`src/rtl/plazer_membuf_arbiter.sv`:
```
// Two-requester burst arbiter for one frame/line memory port (Avalon-MM).
// Define PLAZER_ARB_FIXED_PRIO_EN for fixed m0 priority; default is round-robin.
module plazer_membuf_arbiter #(
  parameter int MAX_BURST = 8,
  parameter int AW        = 7,
  parameter int DW        = 256
) (
  input  logic              clk,
  input  logic              reset_n,
  input  logic [AW-1:0]     m0_address,
  input  logic [3:0]        m0_burstcount,
  input  logic              m0_read,
  input  logic              m0_write,
  input  logic [DW-1:0]     m0_writedata,
  input  logic [DW/8-1:0]   m0_byteenable,
  output logic              m0_waitrequest,
  output logic [DW-1:0]     m0_readdata,
  output logic              m0_readdatavalid,
  input  logic [AW-1:0]     m1_address,
  input  logic [3:0]        m1_burstcount,
  input  logic              m1_read,
  input  logic              m1_write,
  input  logic [DW-1:0]     m1_writedata,
  input  logic [DW/8-1:0]   m1_byteenable,
  output logic              m1_waitrequest,
  output logic [DW-1:0]     m1_readdata,
  output logic              m1_readdatavalid,
  output logic [AW-1:0]     mem_address,
  output logic              mem_chipselect,
  output logic              mem_write,
  output logic [DW-1:0]     mem_writedata,
  output logic [DW/8-1:0]   mem_byteenable,
  output logic              mem_clken,
  input  logic [DW-1:0]     mem_readdata
);

  localparam logic [3:0] LP_MAX = 4'(MAX_BURST);

  typedef enum logic [1:0] {
    S_IDLE,
    S_RD,
    S_WR
  } state_t;

  state_t        r_state, w_state_nxt;
  logic          r_owner, w_owner_nxt;
  logic          r_last, w_last_nxt;
  logic          r_rdv, w_rdv_nxt;
  logic          r_tag, w_tag_nxt;
  logic [3:0]    r_len, w_len_nxt;
  logic [3:0]    r_cnt, w_cnt_nxt;
  logic [AW-1:0] r_start, w_start_nxt;

  logic          w_req0, w_req1;
  logic          w_win, w_win_rd;
  logic [3:0]    w_win_bc;
  logic [AW-1:0] w_win_addr;
  logic          w_own_wr;
  logic          w_last_beat;
  logic          w_ack, w_cs, w_we;
  logic [AW-1:0] w_acc_addr;

  function automatic logic [3:0] f_clamp(input logic [3:0] b);
    if (b == 4'd0)  return 4'd1;
    if (b > LP_MAX) return LP_MAX;
    return b;
  endfunction

  assign w_req0 = m0_read | m0_write;
  assign w_req1 = m1_read | m1_write;

`ifdef PLAZER_ARB_FIXED_PRIO_EN
  assign w_win = ~w_req0;
`else
  // m1 wins a tie only when m0 was served last
  assign w_win = (w_req0 & w_req1) ? ~r_last : w_req1;
`endif

  assign w_win_rd    = w_win ? m1_read       : m0_read;
  assign w_win_bc    = w_win ? m1_burstcount : m0_burstcount;
  assign w_win_addr  = w_win ? m1_address    : m0_address;
  assign w_own_wr    = r_owner ? m1_write : m0_write;
  assign w_last_beat = (r_cnt == r_len - 4'd1);
  assign w_acc_addr  = r_start + AW'(r_cnt);

  always_comb begin
    w_state_nxt = r_state;
    w_owner_nxt = r_owner;
    w_last_nxt  = r_last;
    w_len_nxt   = r_len;
    w_start_nxt = r_start;
    w_cnt_nxt   = r_cnt;
    w_rdv_nxt   = 1'b0;
    w_tag_nxt   = r_tag;
    w_ack       = 1'b0;
    w_cs        = 1'b0;
    w_we        = 1'b0;
    unique case (r_state)
      S_IDLE: begin
        if (w_req0 | w_req1) begin
          w_owner_nxt = w_win;
          w_last_nxt  = w_win;
          w_len_nxt   = f_clamp(w_win_bc);
          w_start_nxt = w_win_addr;
          w_cnt_nxt   = 4'd0;
          w_state_nxt = w_win_rd ? S_RD : S_WR;
        end
      end
      S_RD: begin
        w_ack     = (r_cnt == 4'd0);
        w_cs      = 1'b1;
        w_rdv_nxt = 1'b1;
        w_tag_nxt = r_owner;
        if (w_last_beat) begin
          w_state_nxt = S_IDLE;
          w_cnt_nxt   = 4'd0;
        end else begin
          w_cnt_nxt = r_cnt + 4'd1;
        end
      end
      S_WR: begin
        w_ack = 1'b1;
        if (w_own_wr) begin
          w_cs = 1'b1;
          w_we = 1'b1;
          if (w_last_beat) begin
            w_state_nxt = S_IDLE;
            w_cnt_nxt   = 4'd0;
          end else begin
            w_cnt_nxt = r_cnt + 4'd1;
          end
        end
      end
      default: w_state_nxt = S_IDLE;
    endcase
  end

  always_ff @(posedge clk or negedge reset_n) begin
    if (!reset_n) begin
      r_state <= S_IDLE;
      r_owner <= 1'b0;
      r_last  <= 1'b1;
      r_len   <= 4'd1;
      r_start <= '0;
      r_cnt   <= 4'd0;
      r_rdv   <= 1'b0;
      r_tag   <= 1'b0;
    end else begin
      r_state <= w_state_nxt;
      r_owner <= w_owner_nxt;
      r_last  <= w_last_nxt;
      r_len   <= w_len_nxt;
      r_start <= w_start_nxt;
      r_cnt   <= w_cnt_nxt;
      r_rdv   <= w_rdv_nxt;
      r_tag   <= w_tag_nxt;
    end
  end

  assign m0_waitrequest   = ~(w_ack & ~r_owner);
  assign m1_waitrequest   = ~(w_ack & r_owner);
  assign m0_readdata      = mem_readdata;
  assign m1_readdata      = mem_readdata;
  assign m0_readdatavalid = r_rdv & ~r_tag;
  assign m1_readdatavalid = r_rdv & r_tag;

  assign mem_address    = w_cs ? w_acc_addr : '0;
  assign mem_chipselect = w_cs;
  assign mem_write      = w_we;
  assign mem_writedata  = r_owner ? m1_writedata : m0_writedata;
  assign mem_byteenable = r_owner ? m1_byteenable : m0_byteenable;
  assign mem_clken      = 1'b1;

endmodule

```
`config.mk`:
```
export PLATFORM = sky130hd
export DESIGN_NAME = plazer_membuf_arbiter
export DESIGN_NICKNAME = d
export VERILOG_FILES = /design/src/rtl/plazer_membuf_arbiter.sv
export SDC_FILE = /design/constraint.sdc
export NUM_CORES = 1
export LEC_CHECK = 0
export ABC_CLOCK_PERIOD_IN_PS = 2100
export BUFFER_PORTS_ARGS = -buffer_cell sky130_fd_sc_hd__buf_4
export CORE_AREA = 2 2 643 645
export DETAILED_ROUTE_END_ITERATION = 16
export DIE_AREA = 0 0 645 647
export GPL_TIMING_DRIVEN = 0
export PLACE_DENSITY = 0.3
export SYNTH_ARGS = -nofsm -noshare
export SYNTH_HDL_FRONTEND = slang
export SYNTH_SLANG_ARGS = --single-unit
```
`constraint.sdc`:
```
create_clock -name clk -period 2.1 [get_ports clk]
set_input_delay 0.105 -clock clk [delete_from_list [all_inputs] [get_ports clk]]
set_output_delay 0.105 -clock clk [all_outputs]
set_load 0.03 [all_outputs]
```
==> results.json, run 1 <==
{
  "register_to_register_setup_slack_ps": 140,
  "groute.usage.overall": 0.144,
  "placementRows": 236,
  "gp_congestion": 1.04,
  "rsz_0062_raised_after_global_routing": "yes",
  "drtPass1Iterations": 6,
  "timing.hold.worst.class": "in -> reg",
  "numCtsBuffers": 3,
  "drtIter0Drc": 1032,
  "die_y_um": 647,
  "globalRouteMet2Util": 0.218,
  "finalSetupViolCount": 2,
  "floorplan.io_pins": 1674,
  "timing.critical_path.from_type": "flip-flop",
  "timing.final.ws_setup_ps": -27.4,
  "synth_area_per_cell_sq_um": 8.77,
  "finalCritPeriodShare": 1.01,
  "tritoncts_num_sinks": 21,
  "drc": 0,
  "cts.reportedPaths.clkPinSlew_ps": 60,
  "antenna_violations_before_repair": 370,
  "initial_utilization": 0.0211,
  "drv_cap": 0,
  "layout-area-overhead-vs-synth_pct": 212,
  "finalWorstPathRequiredPeriod_ps": 2130,
  "first_pass_grt_wire_length_um": 343000,
  "routed_wl_um": 316000,
  "first_global_vias": 13900,
  "slew-limit-headroom": 0.518,
  "finalHoldViolCount": 0,
  "irDropWorstVdd_mv": 0.410,
  "fin_util": 0.0661,
  "detail_route.wl_per_cell_um": 39.7,
  "drive_gt1_frac": 0.947,
  "violated_checks": "negative setup slack",
  "cts.path.max_buffers": 2,
  "cts-htree-levels": 1,
  "rr_endpoint": "r_state[0]$_DFFE_PN0P_",
  "crit_end_element": "output port",
  "vias": 15000,
  "data_required_critical_path_ps": 2000,
  "min_delay_path_depth": 3,
  "min_from": "m1_address[3]",
  "holdWs_ps": 144,
  "via_per_inst": 1.88,
  "cts_tree": "built",
  "number_of_cells_on_the_worst_reg_to_reg_path": 8,
  "path_class": "reg -> out",
  "synth.lib_cells_used.distinct": 39,
  "groute.layer.met1.usage": 0.146,
  "io_buffers": 1416,
  "final_area_sq_um": 27200,
  "synth_fp_nets": 1863,
  "max_clk_rate_mhz": 470,
  "postPlaceCellArea_sq_um": 26200,
  "worst_pin_slew_ps": 717,
  "grt_use_met3": 0.138,
  "fin_worst_skew_ps": 1.41,
  "cts-root-buf": "sky130_fd_sc_hd__clkbuf_16",
  "antenna_nets_post_route": 0,
  "p_total_w": 0.0235,
  "synth.cell_area_sq_um": 8690,
  "worstPathArrival_ps": 2020,
  "holdPathEnd": "r_start[3]$_DFFE_PN0P_",
  "syn_inst": 991,
  "final_nets": 3299,
  "crit_path_max_fanout": 6,
  "residual_overflow_from_global_routing": 0,
  "worstReg2RegStart": "r_len[0]$_DFFE_PN1P_",
  "die-area_sq_um": 417000,
  "power_leakage_nw": 11.5,
  "yosysWarningCount": 0,
  "cellPowerDensity_nw_per_um2": 866,
  "insertion_delay_ps": 260,
  "layoutNonFillerInstCount": 7971,
  "place_inst": 7883,
  "synth-seq-cells": 21,
  "post-dp-hpwl_um": 308000,
  "synth-seq-area-share": 0.0608,
  "pin_count_of_the_biggest_net_entering_global_routing": 22,
  "core-area_sq_um": 411000,
  "top_usage_layer": "met2",
  "status": "complete, but fails checks",
  "finalMaxSlewViolations": 0,
  "die_x_um": 645
}
[layer usage]
layer / wire [um] / part of all wire / up-vias
met2: 132000 / 0.42 / 1578
met1: 111000 / 0.35 / 6674
met3: 64600 / 0.20 / 698
met5: 1690 / 0.0053 / -
li1: - / - / 5787
met4: 6940 / 0.022 / 256
[worst max-delay path: stages, from the launching register on]
cell	delay, ps
sky130_fd_sc_hd__dfrtp_2	460
sky130_fd_sc_hd__ha_1	360
sky130_fd_sc_hd__a21o_1	150
sky130_fd_sc_hd__a21oi_2	80
sky130_fd_sc_hd__or3_1	380
sky130_fd_sc_hd__a21oi_2	150
sky130_fd_sc_hd__buf_6	180
[cells in the mapped netlist (all sizes together)]
cell	count	area (sq um)
mux2	289	3250
clkbuf	5	18.8
o41ai	1	27.5
o21bai	1	7.51
nor2	11	41.3
dfrtp	19	475
o21a	1	7.51
xnor2	5	43.8
or3	1	6.26
buf	543	4000
conb	1	3.75
dfstp	2	52.6
nor3	2	10.0
a32o	1	10.0
fa	1	20.0
xor2	4	35.0
ha	11	138
nand2	18	67.6
a31oi	1	6.26
nand2b	2	12.5
a22oi	1	7.51
inv	12	45.0
a21oi	6	30.0
mux2i	11	110
nor2b	3	18.8
o22ai	2	12.5
o211ai	3	22.5
and4bb	1	12.5
nor4	2	12.5
a22o	1	8.76
a21o	3	23.8
o21ai	19	95.1
a221o	1	10.0
nand3	3	15.0
and2	4	27.5
[final cells by class]
type,instances,area (sq um)
multi-input combinational,410,4210
timing repair buffer,1432,11100
antenna,71,178
tap,5474,6850
clock buffer,3,75.1
clock inverter,1,5.00
inverter,12,45.0
buffer,547,4210
sequential,21,533
fill,48600,384000
[sequential cells by signal, indices dropped and copies added, names as in the netlist]
name	count
r_state	2
r_len	4
r_last	1
r_tag	1
r_cnt	4
r_owner	1
r_rdv	1
r_start	7
[worst max path at each step]
stage / startpoint / endpoint / slack [ps] / cells past startpoint
global placement: r_owner$_DFFE_PN0P_ / mem_writedata[28] / -1880 / 5
floorplan: r_cnt[0]$_DFFE_PN0P_ / mem_address[4] / 80 / 6
global route: r_start[0]$_DFFE_PN0P_ / mem_address[6] / -130 / 7
finish: r_cnt[2]$_DFFE_PN0P_ / mem_address[6] / -30 / 6
detailed placement: r_owner$_DFFE_PN0P_ / m0_waitrequest / -920 / 6
CTS: r_start[0]$_DFFE_PN0P_ / mem_address[6] / -80 / 7
[layout by cell type (no fill, tap or decap), types with 3 or more instances in the layout]
master / count
sky130_fd_sc_hd__mux2i_1: 8
sky130_fd_sc_hd__a21oi_1: 3
sky130_fd_sc_hd__diode_2: 71
sky130_fd_sc_hd__a21oi_2: 3
sky130_fd_sc_hd__buf_2: 6
sky130_fd_sc_hd__nand3_1: 3
sky130_fd_sc_hd__nand2_1: 17
sky130_fd_sc_hd__nor2_1: 11
sky130_fd_sc_hd__mux2_4: 4
sky130_fd_sc_hd__mux2i_4: 3
sky130_fd_sc_hd__buf_4: 1912
sky130_fd_sc_hd__o21ai_0: 15
sky130_fd_sc_hd__inv_1: 11
sky130_fd_sc_hd__clkbuf_4: 6
sky130_fd_sc_hd__clkbuf_16: 9
sky130_fd_sc_hd__ha_1: 8
sky130_fd_sc_hd__buf_12: 13
sky130_fd_sc_hd__dfrtp_2: 4
sky130_fd_sc_hd__o211ai_1: 3
sky130_fd_sc_hd__mux2_2: 285
sky130_fd_sc_hd__buf_6: 30
sky130_fd_sc_hd__and2_1: 3
sky130_fd_sc_hd__xnor2_1: 5
sky130_fd_sc_hd__xor2_1: 4
sky130_fd_sc_hd__dfrtp_1: 15
[timing repair]
action	in CTS	in global routing
pin swaps	5	6
cloned	0	5
endpoints found under the hold margin	19	0
hold buffers	1	0
endpoints found under the setup margin	306	55
setup buffers	4	4
gates resized for setup	67	57
[cell families after synthesis]
| kind of cell | after synthesis | share of synthesized area |
|---|---|---|
| and+or+nand+nor | 47 | 0.0258 |
| buffers and inverters | 560 | 0.468 |
| adders and majority gates | 12 | 0.0181 |
| AOI/OAI and AO/OA | 41 | 0.0310 |
| xor gates and xnor gates | 9 | 0.00907 |
| muxes | 300 | 0.387 |
| other | 1 | 0.000431 |
| DFF | 21 | 0.0608 |
[per-stage QoR]
stage / TNS [ps] / setup WS [ps]
finish: -32.3 / -27.4
global route: -317 / -130
CTS: -227 / -82.6
detailed placement: -45950 / -920
global placement: -374840 / -1880
floorplan: 0 / 84.2
[power breakdown]
| part | leakage (nW) | switching [W] | internal [W] |
|---|---|---|---|
| Combinational | 11.2 | 0.0143 | 0.00796 |
| Sequential | 0.255 | 0.000186 | 0.000609 |
| Clock | 0.0413 | 0.000155 | 0.000256 |
| Total | 11.5 | 0.0147 | 0.00882 |
Note: power is estimated with default switching activity, not from simulation.
==> inputs of run 2 (changes only) <==
==> config.mk (replaced) <==
export PLATFORM = sky130hd
export DESIGN_NAME = plazer_membuf_arbiter
export DESIGN_NICKNAME = d
export VERILOG_FILES = /design/src/rtl/plazer_membuf_arbiter.sv
export SDC_FILE = /design/constraint.sdc
export NUM_CORES = 1
export LEC_CHECK = 0
export ABC_AREA = 1
export ABC_CLOCK_PERIOD_IN_PS = 1900
export BUFFER_PORTS_ARGS = -buffer_cell sky130_fd_sc_hd__buf_4
export CORE_AREA = 2 2 651 653
export DETAILED_ROUTE_END_ITERATION = 16
export DIE_AREA = 0 0 653 655
export GPL_TIMING_DRIVEN = 0
export PLACE_DENSITY = 0.3
export SETUP_SLACK_MARGIN = 0.1
export SYNTH_ARGS = -nofsm -noshare
export SYNTH_HDL_FRONTEND = slang
export SYNTH_SLANG_ARGS = --single-unit
==> constraint.sdc (replaced) <==
create_clock -name clk -period 1.9 [get_ports clk]
set_input_delay 0.095 -clock clk [delete_from_list [all_inputs] [get_ports clk]]
set_output_delay 0.095 -clock clk [all_outputs]
set_load 0.03 [all_outputs]
==> run 2 against run 1 <==
Net effect: the run still ends with negative setup slack left; register-to-register slack better by 60 ps; final area up 44%; sequential power up 6.9%; first-iteration DRC count up 0.68%; setup slack worse by 130 ps; total power up 140%; count of clock-buffer cells in the layout up 1; sequential cell count unchanged.
==> results.json, run 2 <==
{
  "synth.cells.most_frequent": "sky130_fd_sc_hd__nand2_1 (912), sky130_fd_sc_hd__buf_4 (513), sky130_fd_sc_hd__buf_2 (36)",
  "timing.final.ws_setup_ps": -157,
  "final_area_sq_um": 39000,
  "data_required_critical_path_ps": 1800,
  "violated_checks": "negative setup slack",
  "cts.path.max_buffers": 2,
  "vias": 18100,
  "largest_cells_by_area_after_synthesis": "sky130_fd_sc_hd__buf_4 (43%), sky130_fd_sc_hd__nand2_1 (38%), sky130_fd_sc_hd__dfrtp_1 (5.3%)",
  "top_usage_layer": "met2",
  "core-area_sq_um": 422000,
  "path_class": "reg -> out",
  "gp_congestion": 0.935,
  "floorplan.io_pins": 1674,
  "finalCritPeriodShare": 1.08,
  "pin_count_of_the_biggest_net_entering_global_routing": 22,
  "detail_route.wl_per_cell_um": 38.0,
  "status": "complete, but fails checks",
  "synth_top_cell_by_area": "sky130_fd_sc_hd__buf_4",
  "irDropWorstVdd_mv": 0.810,
  "synth_edf_count": 0,
  "finalWorstPathRequiredPeriod_ps": 2060,
  "synth-seq-cells": 21,
  "tritoncts_num_sinks": 21,
  "p_total_w": 0.0560,
  "power_leakage_nw": 17.7,
  "cts-root-buf": "sky130_fd_sc_hd__clkbuf_16",
  "largest_register_ff_count": 7,
  "antenna_violations_before_repair": 301,
  "routed_wl_um": 337000,
  "multi_input_area_sq_um": 9750,
  "drv_cap": 0,
  "groute.usage.overall": 0.148,
  "synth.lib_cells_used.distinct": 32,
  "power.share.combinational": 0.976,
  "register_area_sq_um": 533,
  "grt_use_met3": 0.104,
  "cts.reportedPaths.clkPinSlew_ps": 60,
  "power_frac_clock": 0.008,
  "layout-area-overhead-vs-synth_pct": 337,
  "register_ranked_first_by_flip_flop_count": "r_start",
  "synth.cell_area_sq_um": 8920,
  "rsz_0062_raised_after_global_routing": "yes",
  "synthDominantCellAreaShare": 0.432,
  "drtPass1Iterations": 5,
  "worstPathArrival_ps": 1960,
  "cell_with_the_most_instances_after_synthesis": "sky130_fd_sc_hd__nand2_1",
  "layout.cells.most_common_list": "sky130_fd_sc_hd__buf_4 (1654), sky130_fd_sc_hd__nand2_4 (494), sky130_fd_sc_hd__buf_12 (235)",
  "post-dp-hpwl_um": 313000,
  "drc": 0,
  "die_x_um": 653,
  "die_y_um": 655,
  "crit_end_element": "output port",
  "fin_worst_skew_ps": 1.27,
  "cts_tree": "built",
  "antenna_nets_post_route": 0,
  "via_per_inst": 2.05,
  "cts-htree-levels": 1,
  "cellPowerDensity_nw_per_um2": 1430,
  "timing.hold.worst.class": "in -> reg",
  "drtIter0Drc": 1039,
  "numCtsBuffers": 3,
  "layout_commonest_cell": "sky130_fd_sc_hd__buf_4",
  "final_nets": 4108,
  "synth_fp_nets": 2527,
  "globalRouteMet2Util": 0.257,
  "yosysWarningCount": 0,
  "syn_inst": 1655,
  "fin_util": 0.0925,
  "drive_gt1_frac": 0.911,
  "cell_internal_pwr_w": 0.0235,
  "timing.critical_path.from_type": "flip-flop",
  "postPlaceCellArea_sq_um": 26500,
  "synth-seq-area-share": 0.0592,
  "die-area_sq_um": 428000,
  "first_pass_grt_wire_length_um": 366000,
  "initial_utilization": 0.0211,
  "insertion_delay_ps": 260,
  "finalMaxSlewViolations": 0,
  "first_global_vias": 17100,
  "placementRows": 239,
  "finalHoldViolCount": 0,
  "seq_power_share": 0.015,
  "groute.layer.met1.usage": 0.145,
  "ys_dominant_reg_cell": "sky130_fd_sc_hd__dfrtp_1",
  "holdWs_ps": 96.2,
  "residual_overflow_from_global_routing": 0,
  "async_flop_share": 1.00,
  "layout_filler_cell_count": 49200,
  "io_buffers": 1416,
  "power.net_switching_w": 0.0324,
  "max_clk_rate_mhz": 486,
  "top_flop_regs": "r_start: 7 flops, r_cnt: 4 flops, r_len: 4 flops",
  "crit_path_max_fanout": 5,
  "synth_area_per_cell_sq_um": 5.39,
  "p_sw_frac": 0.579,
  "finalSetupViolCount": 166
}
run 2: cell types whose count changed in the layout (fill, tap and decap cells not counted), sizes merged, moves of 11 or more:
cell	change
buf	+151
clkbuf	+27
inv	+26
mux2	-289
mux2i	-11
nand2	+897
nor2	+16
run 2: worst max-delay path, stage by stage (launching register included):
cell and delay (ps):
sky130_fd_sc_hd__dfrtp_2 470, sky130_fd_sc_hd__buf_12 200, sky130_fd_sc_hd__buf_12 150, sky130_fd_sc_hd__buf_16 180
sky130_fd_sc_hd__buf_8 150, sky130_fd_sc_hd__clkbuf_16 180, sky130_fd_sc_hd__nand2_8 80, sky130_fd_sc_hd__nand2_8 80
sky130_fd_sc_hd__buf_12 130
run 2: area by class of cell:
type | instances | share of cell area
inverters | 39 | 0.00420
plain buffers | 572 | 0.131
flip-flops and latches | 21 | 0.0137
well taps | 5543 | 0.178
repair buffers | 1584 | 0.416
clock buffers | 4 | 0.00202
multi-input cells | 1015 | 0.250
diodes | 74 | 0.00475
run 2: final timing paths:
check	startpoint	to	slack, ps	depth (start not counted)
max reg2reg	r_len[0]$_DFFE_PN1P_	r_state[0]$_DFFE_PN0P_	200	12
max	r_owner$_DFFE_PN0P_	mem_writedata[202]	-160	8
min in group asynchronous	reset_n	r_tag$_DFFE_PN0P_	490	2
min	m1_address[3]	r_start[3]$_DFFE_PN0P_	100	3
max in group asynchronous	reset_n	r_last$_DFFE_PN1P_	1120	2
min reg2reg	r_len[0]$_DFFE_PN1P_	r_len[0]$_DFFE_PN1P_	500	2
run 2: power groups by stage:
stage | combinational (W) | clock, W | sequential (W)
global route | 0.0574 | 0.000494 | 0.000882
CTS | 0.0474 | 0.000478 | 0.000848
finish | 0.0546 | 0.000469 | 0.000849
detailed placement | 0.0321 | 0 | 0.000830
floorplan | 0.0126 | 0 | 0.000773
global placement | 0.0322 | 0 | 0.000830
run 2: per-layer routing:
layer,share of wire,up-vias
met5,0.0030,-
met3,0.16,562
li1,-,7743
met1,0.33,8263
met2,0.49,1405
met4,0.022,142
run 2: cell families (layout without fill, tap and decap cells):
| logic type | count (synthesis) | in the layout | synth area share |
|---|---|---|---|
| flip-flops | 21 | 21 | 0.0592 |
| AND/OR/NAND/NOR | 961 | 961 | 0.412 |
| buffers and inverters | 619 | 2199 | 0.484 |
| XOR/XNOR | 3 | 3 | 0.00295 |
| adder cells (fa/ha/maj) | 12 | 12 | 0.0177 |
| other | 1 | 75 | 0.000421 |
| AO/OA/AOI/OAI | 38 | 38 | 0.0236 |
run 2: metrics by stage:
stage | setup TNS (ps) | worst slack, ps | cells
after floorplan | 0 | 65.5 | 1655
after global placement | -232710 | -1660 | 8614
after detailed placement | -222460 | -1540 | 8614
after CTS | -13410 | -184 | 8731
after global routing | -20090 | -216 | 8805
final | -8850 | -157 | 8852
run 2: repair_timing:
| action | CTS | global route |
|---|---|---|
| pin swaps | 77 | 261 |
| hold buffers | 1 | 0 |
| resized for setup | 1385 | 1146 |
| hold endpoints to repair | 19 | 0 |
| buffers inserted | 78 | 61 |
| gates cloned | 34 | 18 |
| setup endpoints to repair | 302 | 302 |
